==> src/rtl/piso_serializer_pkg.sv <==
// Shared definitions for the PISO serializer and its SIPO counterpart.
// The direction encoding must match the SIPO's dir input.
package piso_serializer_pkg;

  typedef enum logic {
    IDLE  = 1'b0,
    SHIFT = 1'b1
  } state_e;

  localparam logic DIR_LSB_FIRST = 1'b0;
  localparam logic DIR_MSB_FIRST = 1'b1;

endpackage

==> src/rtl/piso_serializer.sv <==
// Parallel-in, serial-out transmitter with a valid/ready load handshake.
// It emits one bit per enabled cycle and accepts back-to-back words on the final bit.
module piso_serializer
  import piso_serializer_pkg::*;
#(
  parameter int unsigned REG_LEN = 4
) (
  input  logic               clk_in,
  input  logic               rst_in,
  input  logic               load_valid,
  output logic               load_ready,
  input  logic [REG_LEN-1:0] load_data,
  input  logic               load_dir,
  input  logic               en,
  output logic               ser_out,
  output logic               ser_valid,
  output logic               ser_last,
  output logic               busy
);

  localparam int unsigned CNT_W = $clog2(REG_LEN);
  localparam logic [CNT_W-1:0] LAST_CNT = CNT_W'(REG_LEN - 1);

  if (REG_LEN < 2) begin : g_bad_reg_len
    $error("piso_serializer: REG_LEN must be >= 2");
  end

  state_e             state_q, state_d;
  logic [REG_LEN-1:0] shreg_q, shreg_d;
  logic [CNT_W-1:0]   cnt_q, cnt_d;
  logic               dir_q, dir_d;
  logic               ser_out_q, ser_out_d;
  logic               ser_valid_q, ser_valid_d;
  logic               ser_last_q, ser_last_d;

  logic shift_en_c;
  logic final_bit_c;
  logic accept_c;

  // Handshake: a new word may enter while idle or on the edge that emits the final bit.
  assign shift_en_c  = (state_q == SHIFT) && en;
  assign final_bit_c = shift_en_c && (cnt_q == LAST_CNT);
  assign load_ready  = (state_q == IDLE) || final_bit_c;
  assign accept_c    = load_valid && load_ready;
  assign busy        = (state_q == SHIFT);

  assign ser_out   = ser_out_q;
  assign ser_valid = ser_valid_q;
  assign ser_last  = ser_last_q;

  // State and datapath registers.
  always_ff @(posedge clk_in) begin
    if (rst_in) begin
      state_q     <= IDLE;
      shreg_q     <= '0;
      cnt_q       <= '0;
      dir_q       <= 1'b0;
      ser_out_q   <= 1'b0;
      ser_valid_q <= 1'b0;
      ser_last_q  <= 1'b0;
    end else begin
      state_q     <= state_d;
      shreg_q     <= shreg_d;
      cnt_q       <= cnt_d;
      dir_q       <= dir_d;
      ser_out_q   <= ser_out_d;
      ser_valid_q <= ser_valid_d;
      ser_last_q  <= ser_last_d;
    end
  end

  // Next state: leave SHIFT after the final bit unless a follow-on word is accepted.
  always_comb begin
    state_d = state_q;
    unique case (state_q)
      IDLE:    if (accept_c) state_d = SHIFT;
      SHIFT:   if (final_bit_c && !accept_c) state_d = IDLE;
      default: state_d = IDLE;
    endcase
  end

  // Output and datapath next values; an accept overrides the shift of the outgoing word.
  always_comb begin
    shreg_d     = shreg_q;
    cnt_d       = cnt_q;
    dir_d       = dir_q;
    ser_out_d   = ser_out_q;
    ser_valid_d = 1'b0;
    ser_last_d  = 1'b0;

    if (shift_en_c) begin
      ser_out_d   = (dir_q == DIR_MSB_FIRST) ? shreg_q[REG_LEN-1] : shreg_q[0];
      ser_valid_d = 1'b1;
      ser_last_d  = final_bit_c;
      shreg_d     = (dir_q == DIR_LSB_FIRST) ? {1'b0, shreg_q[REG_LEN-1:1]}
                                             : {shreg_q[REG_LEN-2:0], 1'b0};
      cnt_d       = cnt_q + CNT_W'(1);
    end

    if (accept_c) begin
      shreg_d = load_data;
      dir_d   = load_dir;
      cnt_d   = '0;
    end
  end

endmodule

==> config.mk <==
export PLATFORM = sky130hd
export DESIGN_NAME = piso_serializer
export DESIGN_NICKNAME = d
export VERILOG_FILES = /design/src/rtl/piso_serializer_pkg.sv /design/src/rtl/piso_serializer.sv
export SDC_FILE = /design/constraint.sdc
export NUM_CORES = 1
export LEC_CHECK = 0
export ABC_AREA = 1
export BUFFER_PORTS_ARGS = -buffer_cell sky130_fd_sc_hd__buf_2
export CORE_AREA = 2 2 46 48
export CTS_CLUSTER_DIAMETER = 80
export DETAILED_ROUTE_END_ITERATION = 8
export DIE_AREA = 0 0 48 50
export PLACE_DENSITY_LB_ADDON = 0.1
export SLEW_MARGIN = 20
export SYNTH_ARGS = -nofsm -noshare
export SYNTH_HDL_FRONTEND = slang
export SYNTH_SLANG_ARGS = --single-unit
==> constraint.sdc <==
create_clock -name clk_in -period 1.88 [get_ports clk_in]
set_input_delay 0.188 -clock clk_in [delete_from_list [all_inputs] [get_ports clk_in]]
set_output_delay 0.188 -clock clk_in [all_outputs]
set_load 0.02 [all_outputs]
==> reports/metrics.cfg, run 1 <==
[run_status]
status=finished, final reports clean

[logic_synthesis]
syn-num-nets=83
ys_warn_count=0
synth.avg_cell_area_um2=7.58
seq_area_frac_synth=0.398
netlist_instances=73
synthesis.area_um2=553
synth_top_area_frac=0.398
synth-seq-cells=11
yosys.area.top_type=dfxtp_1
synth_area_leaders=dfxtp_1 (40%), nand2_1 (16%), nand3_1 (5.4%), a21oi_2 (4.8%), nand2_4 (4.1%)
synth.distinct_cells=20

[global_route]
grt_pass1_wl_mm=1.93
antenna_found_initial=0
grt_max_degree=12
grtUsageTotal=0.114
overflow=0
grt_pass1_vias=449

[worst_setup_path]
worstPathArrival_ns=1.19
start_kind=register
cp_max_fo=7
reg2reg_from=cnt_q[0]
r2r_slack_ns=0.66
required_ns=1.69
crit_path_end_kind=output pin
path_class=register to output pin
r2r_end=shreg_q[3]
ff2ff_path_depth=8

[floorplanning]
pin_count=14
die_h_um=50
dieArea_um2=2400
initial_utilization=0.291
core-area_um2=1900
rows=16
die_x_um=48

[flow_run]
cap_violations=0

[timing]
rsz0062_at_grt=false
timing.final.crit_period_ns=1.38
drv_slew=0
fin_tns_setup_ns=0
hold_viol=0
tightestPinTransition_ns=0.246
relSlewSlack=0.836
fin_worst_skew_ns=0.00304
fmax_ghz=0.727
setup_viol=0
min_period_over_period=0.731

[power]
clkPwrFrac=0.331
switching_power_w=0.000151
power_frac_seq=0.509
power.density_nw_per_um2=763
p_leak_nw=0.315
combPwrFrac=0.160
sw_frac_of_total=0.298
internal_power_w=0.000355
ir_drop_mv=0.314

[clocking]
cts_resized=0
clk-insertion-delay-late_ns=0.27
holdBufCountCts=0
cts_buffers=3
clkSinkCount=11
ctsHtreeMaxLevel=1
cts.clk_slew.worst_paths_ns=0.08
cts_setup_buffers=0
clock-root-buffer=clkbuf_4
cts_tree=yes
cts_buffer_depth=2

[placement]
dp_cells=111
io_buffers=13
place.gp.congestion=0.701
hpwl_um=852

[layout]
layout_common_cells=nand2_1 (23), buf_2 (13), dfxtp_1 (11), nand3_1 (6), nor2_1 (6)
stdcell_count=115
insertedDiodeCount=0
synthToLayoutAreaGrowth_pct=19.9
nNetsFinal=99
drive_gt1_frac=0.318
layout_commonest_cell=nand2_1

[route]
firstDrtPassIters=2
via_per_inst=4.32
wl_per_cell_um=10.1
drc_errors=0
num_vias=497
wl_mm=1.16
drtAntennaViolNets=0
drtIter0Drc=5

[worst_hold_path]
hp-class=input pin to register
holdPathStages=3
hold_end=busy
min_from=load_valid

==> synthesized netlist by cell type <==
library cell / instances
nand2_1: 23
dfxtp_1: 11
nand3_1: 6
nor2_1: 6
inv_1: 5
a21oi_2: 3
nand3b_1: 3
a21oi_1: 2
nand2_2: 2
nand2_4: 2
a211oi_2: 1
buf_2: 1
buf_6: 1
clkinv_2: 1
ha_1: 1
inv_2: 1
nor3_2: 1
o211ai_1: 1
o21ai_1: 1
xor2_1: 1
==> critical path, cell delays in order, from the launching register on <==
cell and delay (ns):
dfxtp_1 0.36, ha_1 0.18, nand2_1 0.09, nand2_4 0.11
buf_2 0.17
==> flip-flops by register name, summed over array words and instances (netlist names) <==
register   flops
ser_last       1
ser_valid      1
shreg_q        4
busy           1
dir_q          1
ser_out        1
cnt_q          2
==> stage by stage <==
| step | utilization | instance area, µm² | worst slack (ns) | hold WS [ns] | total power (W) |
|---|---|---|---|---|---|
| 2_1_floorplan | - | 553 | 0.695 | 0.322 | 0.000321 |
| 6_report | 0.349 | 663 | 0.505 | 0.211 | 0.000506 |
| 4_1_cts | 0.349 | 663 | 0.489 | 0.203 | 0.000515 |
| 3_3_place_gp | 0.334 | 636 | 0.726 | 0.484 | 0.000344 |
| 3_5_place_dp | 0.334 | 636 | 0.676 | 0.482 | 0.000344 |
| 5_1_grt | 0.349 | 663 | 0.410 | 0.207 | 0.000537 |
==> cell families (layout without fill, tap and decap cells) <==
family,count (synthesis),in the layout,synth area share
AND/OR/NAND/NOR,43,43,0.373
flip-flops,11,11,0.398
buffers and inverters,9,24,0.0792
AO/OA/AOI/OAI,8,8,0.111
adder cells (fa/ha/maj),1,1,0.0226
XOR/XNOR,1,1,0.0158
==> power groups by stage <==
stage	Clock [W]	Combinational [W]	Sequential, W
2_1_floorplan	0	0.0000564	0.000265
3_3_place_gp	0	0.0000815	0.000263
3_5_place_dp	0	0.0000812	0.000263
4_1_cts	0.000176	0.0000814	0.000257
5_1_grt	0.000187	0.0000911	0.000259
6_report	0.000168	0.0000810	0.000257
==> worst max-delay path by stage <==
stage               cells after the start          to     start
global placement                        8  shreg_q[3]  cnt_q[0]
finish                                  4  load_ready  cnt_q[0]
global route                            4  load_ready  cnt_q[0]
CTS                                     4  load_ready  cnt_q[0]
detailed placement                      8  shreg_q[3]  cnt_q[0]
floorplan                               9  shreg_q[3]  cnt_q[0]
==> layer usage <==
metal,vias up,share of wire,track usage
met4,0,0.0095,0.0541
met2,12,0.42,0.151
li1,263,-,-
met1,220,0.52,0.158
met5,-,0,0
met3,2,0.051,0.0440
==> final cells by class <==
class	count	area, µm²
multi-input combinational	53	289
timing repair buffer	13	65.1
clock inverter	1	5.00
inverter	7	27.5
clock buffer	3	22.5
fill	217	1240
sequential	11	220
tap	27	33.8
No activity file was read; power rests on OpenSTA's default activity.
==> run 2, diff against run 1 <==
Clock period 1.88 ns to 1.4 ns, I/O delays scaled along.
==> reports/metrics.cfg, run 2 (synthesis results as in run 1) <==
[timing]
fin_tns_setup_ns=0
rsz0062_at_grt=false
drv_slew=0
fmax_ghz=0.772
relSlewSlack=0.835
tightestPinTransition_ns=0.248
timing.final.crit_period_ns=1.30
hold_viol=0
fin_worst_skew_ns=0.00234
min_period_over_period=0.926
setup_viol=0

[placement]
dp_cells=111
io_buffers=13
hpwl_um=858
place.gp.congestion=0.700

[clocking]
cts_tree=yes
cts_resized=0
clk-insertion-delay-late_ns=0.27
cts_buffers=3
cts_setup_buffers=0
holdBufCountCts=0
cts_buffer_depth=2
clock-root-buffer=clkbuf_4
cts.clk_slew.worst_paths_ns=0.08
ctsHtreeMaxLevel=1
clkSinkCount=11

[global_route]
grt_max_degree=12
overflow=0
antenna_found_initial=0
grt_pass1_vias=467
grtUsageTotal=0.116
grt_pass1_wl_mm=1.93

[worst_setup_path]
slowest_delay_ns=0.34
crit_buf_inv=1
r2r_slack_ns=0.19
crit_path_end_kind=output pin
path_class=register to output pin
cp.depth=4
cp_slowest_cell=dfxtp_2
required_ns=1.26
worstPathArrival_ns=1.16
crit_chain=ha_2 > nand2_1 > nand2_4 > buf_4
start_kind=register
ff2ff_path_depth=8
crit_family=flip-flops
cp_max_fo=7

[floorplanning]
core-area_um2=1900
pin_count=14
rows=16
die_h_um=50
die_x_um=48
initial_utilization=0.291
dieArea_um2=2400

[route]
wl_mm=1.18
firstDrtPassIters=4
drtIter0Drc=8
via_per_inst=4.43
drtAntennaViolNets=0
drc_errors=0
num_vias=509
wl_per_cell_um=10.2

[worst_hold_path]
hp-class=input pin to register
holdPathStages=3

[layout]
regMostFlops=shreg_q
nNetsFinal=99
layout_common_cells=nand2_1 (23), buf_2 (12), dfxtp_1 (10), nand3_1 (6), nor2_1 (6)
drive_gt1_frac=0.341
stdcell_count=115
layout_commonest_cell=nand2_1
insertedDiodeCount=0
top_regs=shreg_q: 4 flops, cnt_q: 2 flops
synthToLayoutAreaGrowth_pct=21.0
largest_register_ffs=4

[power]
power.density_nw_per_um2=1020
p_leak_nw=0.314
ir_drop_mv=0.453

[flow_run]
cap_violations=0

[run_status]
status=finished, final reports clean

run 2: cell types whose count changed in the layout (fill, tap and decap cells not counted):
cell	delta
ha_1	-1
ha_2	+1
dfxtp_1	-1
dfxtp_2	+1
buf_4	+1
buf_2	-1
run 2: path summary, 6_finish.rpt:
check,from,end
min reg2reg,cnt_q[1],cnt_q[1]
min,load_dir,dir_q
max,cnt_q[0],load_ready
max reg2reg,cnt_q[0],shreg_q[3]
run 2: layout make-up:
type,count,area [µm²]
Clock inverter,1,5.00
Sequential cell,11,221
Fill cell,225,1230
Timing Repair Buffer,13,67.6
Multi-Input combinational cell,53,292
Inverter,7,27.5
Tap cell,27,33.8
Clock buffer,3,22.5
run 2: layer usage:
layer | wire (µm) | GRT usage | vias up
met4 | 21 | 0.0676 | 0
met3 | 68 | 0.0476 | 4
met1 | 592 | 0.143 | 228
met5 | 0 | 0 | -
met2 | 493 | 0.164 | 14
li1 | - | - | 263
run 2: tightest hold or removal path: cells and delay by family:
kind / cells / cell delay [ns]
buf+inv: 1 / 0.08
compound gates: 2 / 0.17
run 2: per-stage QoR:
step	hold WS (ns)	utilization	total power (W)	cell area, µm²	setup slack (ns)
2_1_floorplan	0.274	-	0.000431	553	0.215
4_1_cts	0.146	0.349	0.000693	663	0.0464
3_3_place_gp	0.438	0.334	0.000462	636	0.246
3_5_place_dp	0.431	0.334	0.000462	636	0.190
5_1_grt	0.157	0.352	0.000727	669	0.0175
6_report	0.155	0.352	0.000684	669	0.104
run 2: where the power goes:
part / switching (W) / leakage (nW) / internal, W
sequential: 0.0000156 / 0.0908 / 0.000331
combinational: 0.0000673 / 0.205 / 0.0000421
clock: 0.000122 / 0.0177 / 0.000106
total: 0.000205 / 0.314 / 0.000478
==> run 3, diff against run 2 <==
Settings changed: BUFFER_PORTS_ARGS -buffer_cell sky130_fd_sc_hd__buf_2 to -buffer_cell sky130_fd_sc_hd__buf_4.
==> reports/metrics.cfg, run 3 (synthesis results as in run 1) <==
[run_status]
status=finished, final reports clean

[layout]
top_regs=shreg_q: 4 flops, cnt_q: 2 flops
drive_gt1_frac=0.307
nNetsFinal=99
insertedDiodeCount=0
regMostFlops=shreg_q
layout_commonest_cell=nand2_1
synthToLayoutAreaGrowth_pct=25.6
layout_common_cells=nand2_1 (23), buf_4 (13), dfxtp_1 (11), nand3_1 (6), nor2_1 (6)
largest_register_ffs=4

[power]
power.density_nw_per_um2=984
ir_drop_mv=0.639
p_leak_nw=0.321

[route]
via_per_inst=4.25
firstDrtPassIters=4
drtIter0Drc=11
wl_mm=1.11
num_vias=489
drc_errors=0
wl_per_cell_um=9.61
drtAntennaViolNets=0

[clocking]
cts_resized=0
cts_buffer_depth=2
ctsHtreeMaxLevel=1
cts_buffers=3
cts_tree=yes
clk-insertion-delay-late_ns=0.27
holdBufCountCts=0
cts_setup_buffers=0
cts.clk_slew.worst_paths_ns=0.07
clkSinkCount=11
clock-root-buffer=clkbuf_4

[placement]
io_buffers=13
place.gp.congestion=0.694
hpwl_um=817

[flow_run]
cap_violations=0

[timing]
fin_tns_setup_ns=0
fmax_ghz=0.757
drv_slew=0
hold_ws_ns=0.121
setup_viol=0
rsz0062_at_grt=false
hold_viol=0
relSlewSlack=0.858
min_period_over_period=0.944
fin_worst_skew_ns=0.00141
tightestPinTransition_ns=0.212
timing.final.crit_period_ns=1.32

[worst_setup_path]
crit_path_end_kind=output pin
worstPathArrival_ns=1.18
slowest_delay_ns=0.33
r2r_end=shreg_q[3]
r2r_slack_ns=0.20
reg2reg_from=cnt_q[0]
ff2ff_path_depth=8
crit_chain=ha_1 > nand2_1 > nand2_4 > buf_4
required_ns=1.26
start_kind=register
cp_slowest_cell=dfxtp_1
path_class=register to output pin
cp_max_fo=7

[floorplanning]
pin_count=14
die_x_um=48
rows=16
dieArea_um2=2400
die_h_um=50
core-area_um2=1900
initial_utilization=0.291

[global_route]
grtUsageTotal=0.105
grt_max_degree=12
antenna_found_initial=0
grt_pass1_wl_mm=1.73
overflow=0
grt_pass1_vias=417

[worst_hold_path]
min_from=rst_in
holdPathStages=2
hold_end=shreg_q[0]
hp-class=input pin to register

run 3: cell count changes in the layout (fill, tap and decap cells not counted):
| cell | before | now |
|---|---|---|
| clkinv_2 | 2 | 1 |
| buf_4 | 1 | 13 |
| buf_2 | 12 | 0 |
| dfxtp_1 | 10 | 11 |
| ha_2 | 1 | 0 |
| clkbuf_1 | 0 | 1 |
| dfxtp_2 | 1 | 0 |
| ha_1 | 0 | 1 |
run 3: report_power, final:
part           switching (W)  internal (W)  leakage (nW)
registers          0.0000143      0.000330        0.0903
logic              0.0000669     0.0000509         0.216
clock network       0.000110      0.000110        0.0150
run 3: worst max-delay path by stage:
| stage | start | to | slack (ns) | depth (start not counted) |
|---|---|---|---|---|
| 2_1_floorplan | cnt_q[0] | shreg_q[3] | 0.22 | 9 |
| 3_3_place_gp | cnt_q[0] | shreg_q[3] | 0.25 | 8 |
| 3_5_place_dp | cnt_q[0] | shreg_q[3] | 0.20 | 8 |
| 4_1_cts | cnt_q[0] | load_ready | 0.06 | 4 |
| 5_1_grt | cnt_q[0] | load_ready | 0.02 | 4 |
| 6_report | cnt_q[0] | load_ready | 0.08 | 4 |
run 3: layout make-up:
type	count	area, µm²
fill	198	1210
clock buffer	4	26.3
tap	27	33.8
timing repair buffer	13	97.6
sequential	11	220
inverter	7	27.5
multi-input combinational	53	289
run 3: through the flow:
stage,cell area (µm²),cells,total power [W],util,setup slack [ns]
floorplan,553,73,0.000431,-,0.215
global placement,668,111,0.000473,0.351,0.252
detailed placement,668,111,0.000471,0.351,0.203
CTS,694,115,0.000698,0.365,0.0607
global route,694,115,0.000722,0.365,0.0180
finish,694,115,0.000683,0.365,0.0787
run 3: critical path: cells and delay by family, from the launching register on:
| kind | cells | cell delay (ns) |
|---|---|---|
| buf+inv | 1 | 0.17 |
| flops | 1 | 0.33 |
| fa+ha+maj | 1 | 0.22 |
| simple gates | 2 | 0.20 |
run 3: layer usage:
layer | up-vias | GRT usage | routed length, µm | share of wire
li1 | 262 | - | - | -
met1 | 209 | 0.124 | 515 | 0.47
met2 | 16 | 0.153 | 466 | 0.42
met3 | 2 | 0.0696 | 110 | 0.10
met4 | 0 | 0.0270 | 13 | 0.012
met5 | - | 0 | 0 | 0
